--- config.mk ---
export PLATFORM = sky130hd
export DESIGN_NAME = counter_share_arbiter
export DESIGN_NICKNAME = d
export VERILOG_FILES = /design/src/rtl/counter_pkg.sv /design/src/rtl/counter_share_arbiter_rr_pick.sv /design/src/rtl/counter_share_arbiter.sv
export SDC_FILE = /design/constraint.sdc
export NUM_CORES = 1
export LEC_CHECK = 0
export ABC_AREA = 1
export CAP_MARGIN = 40
export CELL_PAD_IN_SITES_DETAIL_PLACEMENT = 0
export CELL_PAD_IN_SITES_GLOBAL_PLACEMENT = 1
export CORE_MARGIN = 1
export CORE_UTILIZATION = 32
export CTS_BUF_LIST = sky130_fd_sc_hd__clkbuf_8
export CTS_CLUSTER_SIZE = 12
export DETAILED_ROUTE_END_ITERATION = 10
export GPL_TIMING_DRIVEN = 0
export MAX_ROUTING_LAYER = met4
export PLACE_DENSITY_LB_ADDON = 0.1
export SLEW_MARGIN = 40
export SYNTH_ARGS = -nofsm -noshare
export SYNTH_HDL_FRONTEND = slang
export SYNTH_SLANG_ARGS = --single-unit
--- constraint.sdc ---
create_clock -name clock -period 3.23 [get_ports clock]
set_clock_uncertainty 0.2 [all_clocks]
set_input_delay 0.323 -clock clock [delete_from_list [all_inputs] [get_ports clock]]
set_output_delay 0.323 -clock clock [all_outputs]
set_load 0.01 [all_outputs]
--- src/rtl/counter_pkg.sv ---
// Shared definitions for the counter-sharing arbiter: FSM state encoding and
// a helper that yields the counter reload value.
package counter_pkg;

    typedef enum logic [1:0] {
        ST_IDLE  = 2'd0,
        ST_COUNT = 2'd1,
        ST_DONE  = 2'd2
    } state_t;

    // Widest counter the helper below can serve; callers size-cast the result.
    localparam int MAX_WIDTH = 32;

    // Reload value for the counter when a new owner is granted.
    function automatic logic [MAX_WIDTH-1:0] zero_count();
        return '0;
    endfunction

endpackage

--- src/rtl/counter_share_arbiter_rr_pick.sv ---
// Combinational round-robin selector: finds the first set request bit at or
// above ptr, wrapping past the top back to bit 0.
module rr_pick #(
    parameter int N     = 4,
    parameter int IDX_W = $clog2(N)
) (
    input  logic [N-1:0]     req,
    input  logic [IDX_W-1:0] ptr,
    output logic [IDX_W-1:0] idx,
    output logic             valid
);

    logic [2*N-1:0]   req_twice;
    logic [N-1:0]     rotated;
    logic [IDX_W-1:0] offset;
    logic [IDX_W:0]   sum;
    logic [IDX_W:0]   wrapped;

    assign req_twice = {req, req};

    // rotated[k] is the request that sits k positions above the pointer.
    generate
        for (genvar gi = 0; gi < N; gi++) begin : g_rot
            assign rotated[gi] = req_twice[{1'b0, ptr} + (IDX_W+1)'(gi)];
        end
    endgenerate

    // Lowest set bit of the rotated vector is the distance to the winner.
    always_comb begin
        offset = '0;
        for (int i = N - 1; i >= 0; i--) begin
            if (rotated[i]) begin
                offset = IDX_W'(i);
            end
        end
    end

    // Map the distance back to an absolute index modulo N.
    always_comb begin
        sum     = {1'b0, ptr} + {1'b0, offset};
        wrapped = (sum >= (IDX_W+1)'(N)) ? (sum - (IDX_W+1)'(N)) : sum;
        idx     = IDX_W'(wrapped);
    end

    assign valid = |req;

endmodule

--- src/rtl/counter_share_arbiter.sv ---
// Shares one up-counting interval timer between NUM_REQ requesters. The timer
// is granted round-robin, counts 0..D, then pulses done to its owner.
module counter_share_arbiter
    import counter_pkg::*;
#(
    parameter  int NUM_REQ = 4,
    parameter  int WIDTH   = 10,
    localparam int IDX_W   = $clog2(NUM_REQ)
) (
    input  logic                     clock,
    input  logic                     reset,
    input  logic [NUM_REQ-1:0]       req,
    input  logic [NUM_REQ*WIDTH-1:0] reqDelay,
    input  logic                     abort,
    output logic [NUM_REQ-1:0]       grant,
    output logic [NUM_REQ-1:0]       done,
    output logic                     busy,
    output logic [IDX_W-1:0]         activeIdx,
    output logic [WIDTH-1:0]         countValue
);

    state_t               state_reg, state_next;
    logic [NUM_REQ-1:0]   grant_reg, grant_next;
    logic [IDX_W-1:0]     idx_reg, idx_next;
    logic [IDX_W-1:0]     ptr_reg, ptr_next;
    logic [WIDTH-1:0]     cnt_reg, cnt_next;
    logic [WIDTH-1:0]     delay_reg, delay_next;

    logic [IDX_W-1:0]     pick_idx;
    logic                 pick_valid;
    logic [WIDTH-1:0]     delay_arr [NUM_REQ];

    // Unpack the flat delay bus into one entry per requester.
    generate
        for (genvar gi = 0; gi < NUM_REQ; gi++) begin : g_delay
            assign delay_arr[gi] = reqDelay[gi*WIDTH +: WIDTH];
        end
    endgenerate

    rr_pick #(
        .N     (NUM_REQ),
        .IDX_W (IDX_W)
    ) u_rr_pick (
        .req   (req),
        .ptr   (ptr_reg),
        .idx   (pick_idx),
        .valid (pick_valid)
    );

    // Pointer advances one past the owner that just released the timer.
    function automatic logic [IDX_W-1:0] next_ptr(input logic [IDX_W-1:0] i);
        return (i == IDX_W'(NUM_REQ - 1)) ? '0 : i + 1'b1;
    endfunction

    // Next-state logic: grant on request, count to the latched delay, release.
    always_comb begin
        state_next = state_reg;
        grant_next = grant_reg;
        idx_next   = idx_reg;
        ptr_next   = ptr_reg;
        cnt_next   = cnt_reg;
        delay_next = delay_reg;
        case (state_reg)
            ST_IDLE: begin
                if (pick_valid) begin
                    state_next           = ST_COUNT;
                    grant_next           = '0;
                    grant_next[pick_idx] = 1'b1;
                    idx_next             = pick_idx;
                    delay_next           = delay_arr[pick_idx];
                    cnt_next             = WIDTH'(zero_count());
                end
            end
            ST_COUNT: begin
                // Abort takes priority even on the terminal count.
                if (abort) begin
                    state_next = ST_IDLE;
                    grant_next = '0;
                    ptr_next   = next_ptr(idx_reg);
                end else if (cnt_reg == delay_reg) begin
                    state_next = ST_DONE;
                end else begin
                    cnt_next = cnt_reg + 1'b1;
                end
            end
            ST_DONE: begin
                state_next = ST_IDLE;
                grant_next = '0;
                ptr_next   = next_ptr(idx_reg);
            end
            default: begin
                state_next = ST_IDLE;
                grant_next = '0;
            end
        endcase
    end

    // State and datapath registers; reset abandons any count in flight.
    always_ff @(posedge clock) begin
        if (reset) begin
            state_reg <= ST_IDLE;
            grant_reg <= '0;
            idx_reg   <= '0;
            ptr_reg   <= '0;
            cnt_reg   <= WIDTH'(zero_count());
            delay_reg <= '0;
        end else begin
            state_reg <= state_next;
            grant_reg <= grant_next;
            idx_reg   <= idx_next;
            ptr_reg   <= ptr_next;
            cnt_reg   <= cnt_next;
            delay_reg <= delay_next;
        end
    end

    // Done mirrors the one-hot grant for the single DONE cycle.
    assign done       = (state_reg == ST_DONE) ? grant_reg : '0;
    assign busy       = (state_reg != ST_IDLE);
    assign grant      = grant_reg;
    assign activeIdx  = idx_reg;
    assign countValue = cnt_reg;

endmodule
==> results.md, run 1 <==
* Register area at 600.6 um^2
* Final Core Density at 0.4677
* Status: complete, no violations
* Total wire length at 5.535 mm
* Origin of the critical flop-to-flop path: ptr_reg[0]$_SDFFE_PP0P_
* Sink Count at 30
* Final non-filler cell total at 489
* Period utilization at 0.8601
* Syn. warnings at 0
* Post-synth top cells: 99 x nand2_1, 50 x nor2_1, 32 x nand3_1
* Sequential cell area fraction in the yosys report at 0.2824
* Finished Cell Area at around 3000 um^2
* Critical path launch point type: register
* Cell Pwr Density at 487.4 nW/um^2
* Slowest CP cell: dfxtp_1
* DR iter-0 viols at between 50 and 60
* Min-Delay Path Class: register to register
* Post-synth top area cell: dfxtp_1
* Synth area leaders: dfxtp_1 28%, nand2_1 17%, nor2_1 8.8%, nand3_1 7.5%, mux2i_1 4.7%
* Syn Nets at 389
* First-pass GRT wire length at 10.27 mm
* R2R depth at 11
* Synthesized cell area at 2127 um^2
* Inserted Clock Buffers at 5
* Detailed-router iteration count before antenna repair at 4
* Post-CTS Setup Bufs at 0
* GR Util All Layers at 0.1810
* Largest net degree at the start of global routing at 11
* Layout fillers at approximately 700
* Post-synthesis area per instance at 6.312 um^2
* Crit-path max FO at 10
* Buffers added on ports at 67
* Top-area cell type share of the netlist area at 0.2824
* Slew @ Worst Pin at 0.4664 ns
* Place WS at approximately 0.12 ns
* Fmax at 0.3600 GHz
* CP Data Required Time at 3.20 ns
* Crit path buf inv count at 2
* GRT overflow at 0
* Share of flip-flops with an asynchronous set or reset at 0
* CP endpoint kind: register
* Synth Instances at about 340
* Worst-path clk slew at 0.07 ns
* Predominant post-synthesis flop cell: dfxtp_1
* Critical Path Source: ptr_reg[0]$_SDFFE_PP0P_
* Share of layout cells above drive strength 1 at 0.07282
* Initial antenna violation count at 0
* Vias per cell at ~4.7
* Critical path's top delay family: adder cells
* Slew Limit Fails at 0
* Critical-path cell list: ha_1, inv_1, nand3_1, nand3_1, a21boi_0, ha_1, buf_1, mux2i_1, a21oi_2, nor2_1, nor2_1
* Slew margin rel. at 0.6891
* RSZ-0062 raised after global routing: false
* Reg-to-reg endpoint: delay_reg[0]$_SDFFE_PP0P_
* Clock Tree Root: clkbuf_8
* Number of global-route vias before repair at around 2,300
* Die Footprint at 6977 um^2
* Clk_lat worst skew at 0.28 ns
* Ports at 68
* Cell variety after synth at 32
* Min cycle time layout at ~2.8 ns
* Multi-input logic area at 1325 um^2
* Max Cap Viol at 0
* Crit path depth at 11
* CP max stage delay at 0.51 ns
* Post-DP HPWL at 4.444 mm
* DR vias at around 2,300
* Final worst setup slack at about 0.45 ns
* Post-synth EDFFs at 0
* CTS Buffer Depth at 2
* H-tree Lvls at 2
* Die Y at 83.53 um
* Diodes inserted at 0
* R2R Setup Slk at 0.45 ns
* Wirelength per Cell at 11.32 um
* Fin. Hold Viols at 0
* Setup violations, final at 0
* Kind of critical path: register to register
* Peak VDD IR at 285.7 uV
* Post-DRT Antenna Nets at 0
* Number of remaining DRC errors at 0
* Placement-stage cell area at 2894 um^2
* Final nets at 463
* Count leader, synth: nand2_1
* Routability Congestion at 0.7451
* Starting Density at 0.3331
* Worst Setup EP: delay_reg[0]$_SDFFE_PP0P_
* Die W at 83.53 um
* Worst Path Arrival at 2.74 ns
* Flops & latches, synth at 30
* Setup_tns at 0 ns
* Cell Rows at 29
* TritonCTS clock tree: done
* Area grow syn2layout at 40.41%
* Inst Count DP at 481
* Core box area at between 6000 and 7000 um^2
* Leak pwr at about 1.3 nW
-- repair_timing --
| item | 4_1_cts | 5_1_grt |
|---|---|---|
| setup endpoints to repair | 0 | 5 |
| hold buffers | 0 | 0 |
| gates resized for setup | 0 | 2 |
-- worst min path at each step --
| stage | from | end | slack, ns | depth (start not counted) |
|---|---|---|---|---|
| after floorplan | reset | activeIdx[0]$_SDFFE_PP0P_ | 0.20 | 1 |
| after global placement | grant[0]$_SDFFE_PP0P_ | grant[0]$_SDFFE_PP0P_ | 0.28 | 2 |
| after detailed placement | grant[0]$_SDFFE_PP0P_ | grant[0]$_SDFFE_PP0P_ | 0.29 | 2 |
| after CTS | grant[0]$_SDFFE_PP0P_ | grant[0]$_SDFFE_PP0P_ | 0.30 | 2 |
| after global routing | grant[1]$_SDFFE_PP0P_ | grant[1]$_SDFFE_PP0P_ | 0.35 | 2 |
| final | grant[0]$_SDFFE_PP0P_ | grant[0]$_SDFFE_PP0P_ | 0.30 | 2 |
-- metrics by stage --
step                      hold WS (ns)  power [mW]
after global placement          0.2798       1.162
after global routing            0.3498       1.595
after floorplan                 0.2015      0.9533
after CTS                       0.3024       1.483
final                           0.2965       1.456
after detailed placement        0.2917       1.170
-- cells in the final DEF (no fill, tap or decap), drive strengths merged --
cell	n
nand3b	1
xor2	3
xnor2	11
dfxtp	30
nand3	33
nand2	102
inv	30
mux2i	10
or2	1
o211a	1
buf	10
o22ai	4
a21boi	1
nor2	53
clkbuf	9
clkdlybuf4s50	67
nand4	4
ha	5
nor3	1
o21ai	13
a211oi	1
a21oi	20
clkinv	2
-- cells by family after synthesis --
group | Yosys count | synth area share
flops | 30 | 0.2824
xor+xnor | 14 | 0.05765
mux | 10 | 0.04706
fa+ha+maj | 5 | 0.02941
simple gates | 195 | 0.3859
compound gates | 40 | 0.1029
buf+inv | 43 | 0.09470
-- cell type report --
type / count / area share
clock buffer: 6 / 0.02765
multi-input combinational: 264 / 0.4437
inverter: 30 / 0.03770
timing repair buffer: 67 / 0.2245
clock inverter: 2 / 0.002933
sequential: 30 / 0.2011
tap: 77 / 0.03226
buffer: 13 / 0.03016
-- layer usage --
layer / vias to the layer above / GRT usage / part of all wire
li1: 1230 / - / -
met1: 1012 / 0.2154 / 0.48
met2: 39 / 0.3241 / 0.48
met3: 4 / 0.03066 / 0.034
met4: 0 / 0.03236 / 0.0067
met5: - / - / 0
-- worst register-to-register path: cells and delay by family, from the launching register on --
family          cells  cell delay [ns]
fa+ha+maj           2             0.67
mux                 1             0.31
compound gates      2             0.17
simple gates        4             0.33
flops               1             0.51
buf+inv             2             0.47
-- power by group --
group          internal, mW  switching [mW]  total (mW)
clock network         0.168           0.138       0.306
logic                 0.305           0.377       0.682
registers             0.425          0.0432       0.468
total                 0.898           0.558        1.46
(Power assumes the default switching activity.)
==> run 2: changes to the inputs <==
--- a/config.mk
+++ b/config.mk
@@ -11,7 +11,7 @@
 export CELL_PAD_IN_SITES_GLOBAL_PLACEMENT = 1
 export CORE_MARGIN = 1
 export CORE_UTILIZATION = 32
-export CTS_BUF_LIST = sky130_fd_sc_hd__clkbuf_8
+export CTS_BUF_LIST = sky130_fd_sc_hd__clkbuf_4
 export CTS_CLUSTER_SIZE = 12
 export DETAILED_ROUTE_END_ITERATION = 10
 export GPL_TIMING_DRIVEN = 0
==> run 2 against run 1 <==
Global-route usage barely moved. Cell count unchanged. Sequential power about the same. Worst hold slack better by 0.0035 ns. Via count decreased by 0.18%. Sequential cell count stayed put. Power is 6.3% lower. Clock power down 30%. Die area stayed put. Highest routed layer unchanged.
==> results.md, run 2 (synthesis gave the netlist of run 1 again) <==
* Final worst setup slack at 0.4485 ns
* Post-DRT Antenna Nets at 0
* Post-CTS Setup Bufs at 0
* Routability Congestion at around 0.75
* Inserted Clock Buffers at 5
* Clk_lat worst skew at 0.32 ns
* Fmax at 0.3595 GHz
* Post-DP HPWL at 4.444 mm
* Final nets at around 460
* Sink Count at 30
* DR iter-0 viols at 48
* Buffers added on ports at 67
* Net Sw Frac at 0.3994
* Die W at 83.53 um
* R2R depth at 11
* Hold path startpoint: grant[0]$_SDFFE_PP0P_
* TritonCTS clock tree: done
* Sequential Power Share at 0.343
* Hold depth at 2
* Routed wl met2 at 2.687 mm
* Crit-path max FO at 10
* Ports at 68
* Worst Path Arrival at 2.80 ns
* Slew margin rel. at 0.6855
* Number of global-route vias before repair at 2,350
* Period utilization at 0.8611
* Leading cell types in the layout, fill and taps excluded: 99 x nand2_1, 67 x clkdlybuf4s50_1, 50 x nor2_1, 32 x nand3_1, 30 x dfxtp_1
* Hold EP: grant[0]$_SDFFE_PP0P_
* Gate power share at 0.500
* Min-Delay Path Class: register to register
* GRT overflow at 0
* Vias per cell at 4.665
* Clock Tree Root: clkbuf_4
* DR vias at 2,281
* H-tree Lvls at 2
* CP endpoint kind: register
* Fin. Hold Viols at 0
* Switch Pwr at 0.5445 mW
* Wirelength per Cell at 11.30 um
* Initial antenna violation count at 0
* Worst-path clk slew at 0.10 ns
* P_int at 0.8190 mW
* Setup_tns at 0 ns
* Detailed-router iteration count before antenna repair at 4
* Share of layout cells above drive strength 1 at 0.07282
* Total wire length at 5.528 mm
* M1 WL at 2.635 mm
* Slew Limit Fails at 0
* Commonest non-fill, non-tap cell in the layout: nand2_1
* Kind of critical path: register to register
* GR Util All Layers at 0.1808
* Diodes inserted at 0
* CTS Buffer Depth at 2
* First-pass GRT wire length at 10.21 mm
* Place WS at around 0.12 ns
* Die Footprint at 6977 um^2
* Layout fillers at around 690
* Clock power share at 0.157
* Origin of the critical flop-to-flop path: ptr_reg[0]$_SDFFE_PP0P_
* Met3 wire length at 187 um
* Reg-to-reg endpoint: delay_reg[0]$_SDFFE_PP0P_
* Largest net degree at the start of global routing at 11
* CP Data Required Time at 3.25 ns
* Number of remaining DRC errors at 0
* Die Y at about 84 um
* Cell Pwr Density at 462.3 nW/um^2
* Max layer used: met4
* Min cycle time layout at 2.782 ns
* Cell Rows at 29
* Final Power at roughly 1.4 mW
* Max Cap Viol at 0
* Area grow syn2layout at 38.65%
* R2R Setup Slk at ~0.45 ns
* RSZ-0062 raised after global routing: false
* Leak pwr at 1.257 nW
* Critical path launch point type: register
* Setup violations, final at 0
* Core box area at 6386 um^2
* Peak VDD IR at between 200 and 300 uV
* Slew @ Worst Pin at 0.4717 ns
* Starting Density at 0.3331
* Status: complete, no violations
[run 2: worst max-delay path by stage]
| stage | from | slack (ns) | end | cells after the start |
|---|---|---|---|---|
| global route | ptr_reg[0]$_SDFFE_PP0P_ | 0.18 | delay_reg[0]$_SDFFE_PP0P_ | 11 |
| detailed placement | req[1] | 0.12 | delay_reg[1]$_SDFFE_PP0P_ | 12 |
| floorplan | ptr_reg[0]$_SDFFE_PP0P_ | 0.67 | delay_reg[2]$_SDFFE_PP0P_ | 11 |
| CTS | ptr_reg[0]$_SDFFE_PP0P_ | 0.16 | delay_reg[1]$_SDFFE_PP0P_ | 11 |
| finish | ptr_reg[0]$_SDFFE_PP0P_ | 0.45 | delay_reg[0]$_SDFFE_PP0P_ | 11 |
| global placement | req[0] | 0.09 | delay_reg[1]$_SDFFE_PP0P_ | 12 |
[run 2: worst max-delay path: stages (launching register included)]
cell	delay, ns
dfxtp_1	0.52
ha_1	0.32
inv_1	0.08
nand3_1	0.09
nand3_1	0.08
a21boi_0	0.12
ha_1	0.35
buf_1	0.39
mux2i_1	0.31
a21oi_2	0.05
nor2_1	0.11
nor2_1	0.04
[run 2: metal layers]
metal  up-vias  global-route usage
met2        39              0.3219
met4         0             0.03698
met5         -                   -
li1       1230                   -
met3         2             0.03066
met1      1010              0.2148
[run 2: final cells by class]
class / instances / area, um^2 / share of cell area
multi-input combinational: 264 / 1325 / 0.4493
timing repair buffer: 67 / 670.6 / 0.2274
sequential: 30 / 600.6 / 0.2036
inverter: 30 / 112.6 / 0.03818
tap: 77 / 96.34 / 0.03267
buffer: 13 / 90.09 / 0.03055
clock buffer: 6 / 45.04 / 0.01527
clock inverter: 2 / 8.758 / 0.002970
[run 2: power groups by stage]
stage | clock network, mW | logic [mW] | registers [mW]
3_3_place_gp | 0 | 0.685 | 0.476
6_report | 0.215 | 0.682 | 0.467
2_1_floorplan | 0 | 0.479 | 0.474
5_1_grt | 0.246 | 0.782 | 0.477
4_1_cts | 0.229 | 0.695 | 0.469
3_5_place_dp | 0 | 0.693 | 0.477
[run 2: through the flow]
step	cell area (um^2)	utilization	cells	hold slack (ns)
2_1_floorplan	2127	-	337	0.2015
3_3_place_gp	2894	0.4532	481	0.2798
3_5_place_dp	2894	0.4532	481	0.2917
4_1_cts	2948	0.4616	489	0.3070
5_1_grt	2949	0.4618	489	0.3556
6_report	2949	0.4618	489	0.3001
[run 2: repair_timing]
action,in CTS,in global routing
hold buffers,0,0
setup endpoints to repair,0,7
gates resized for setup,0,2
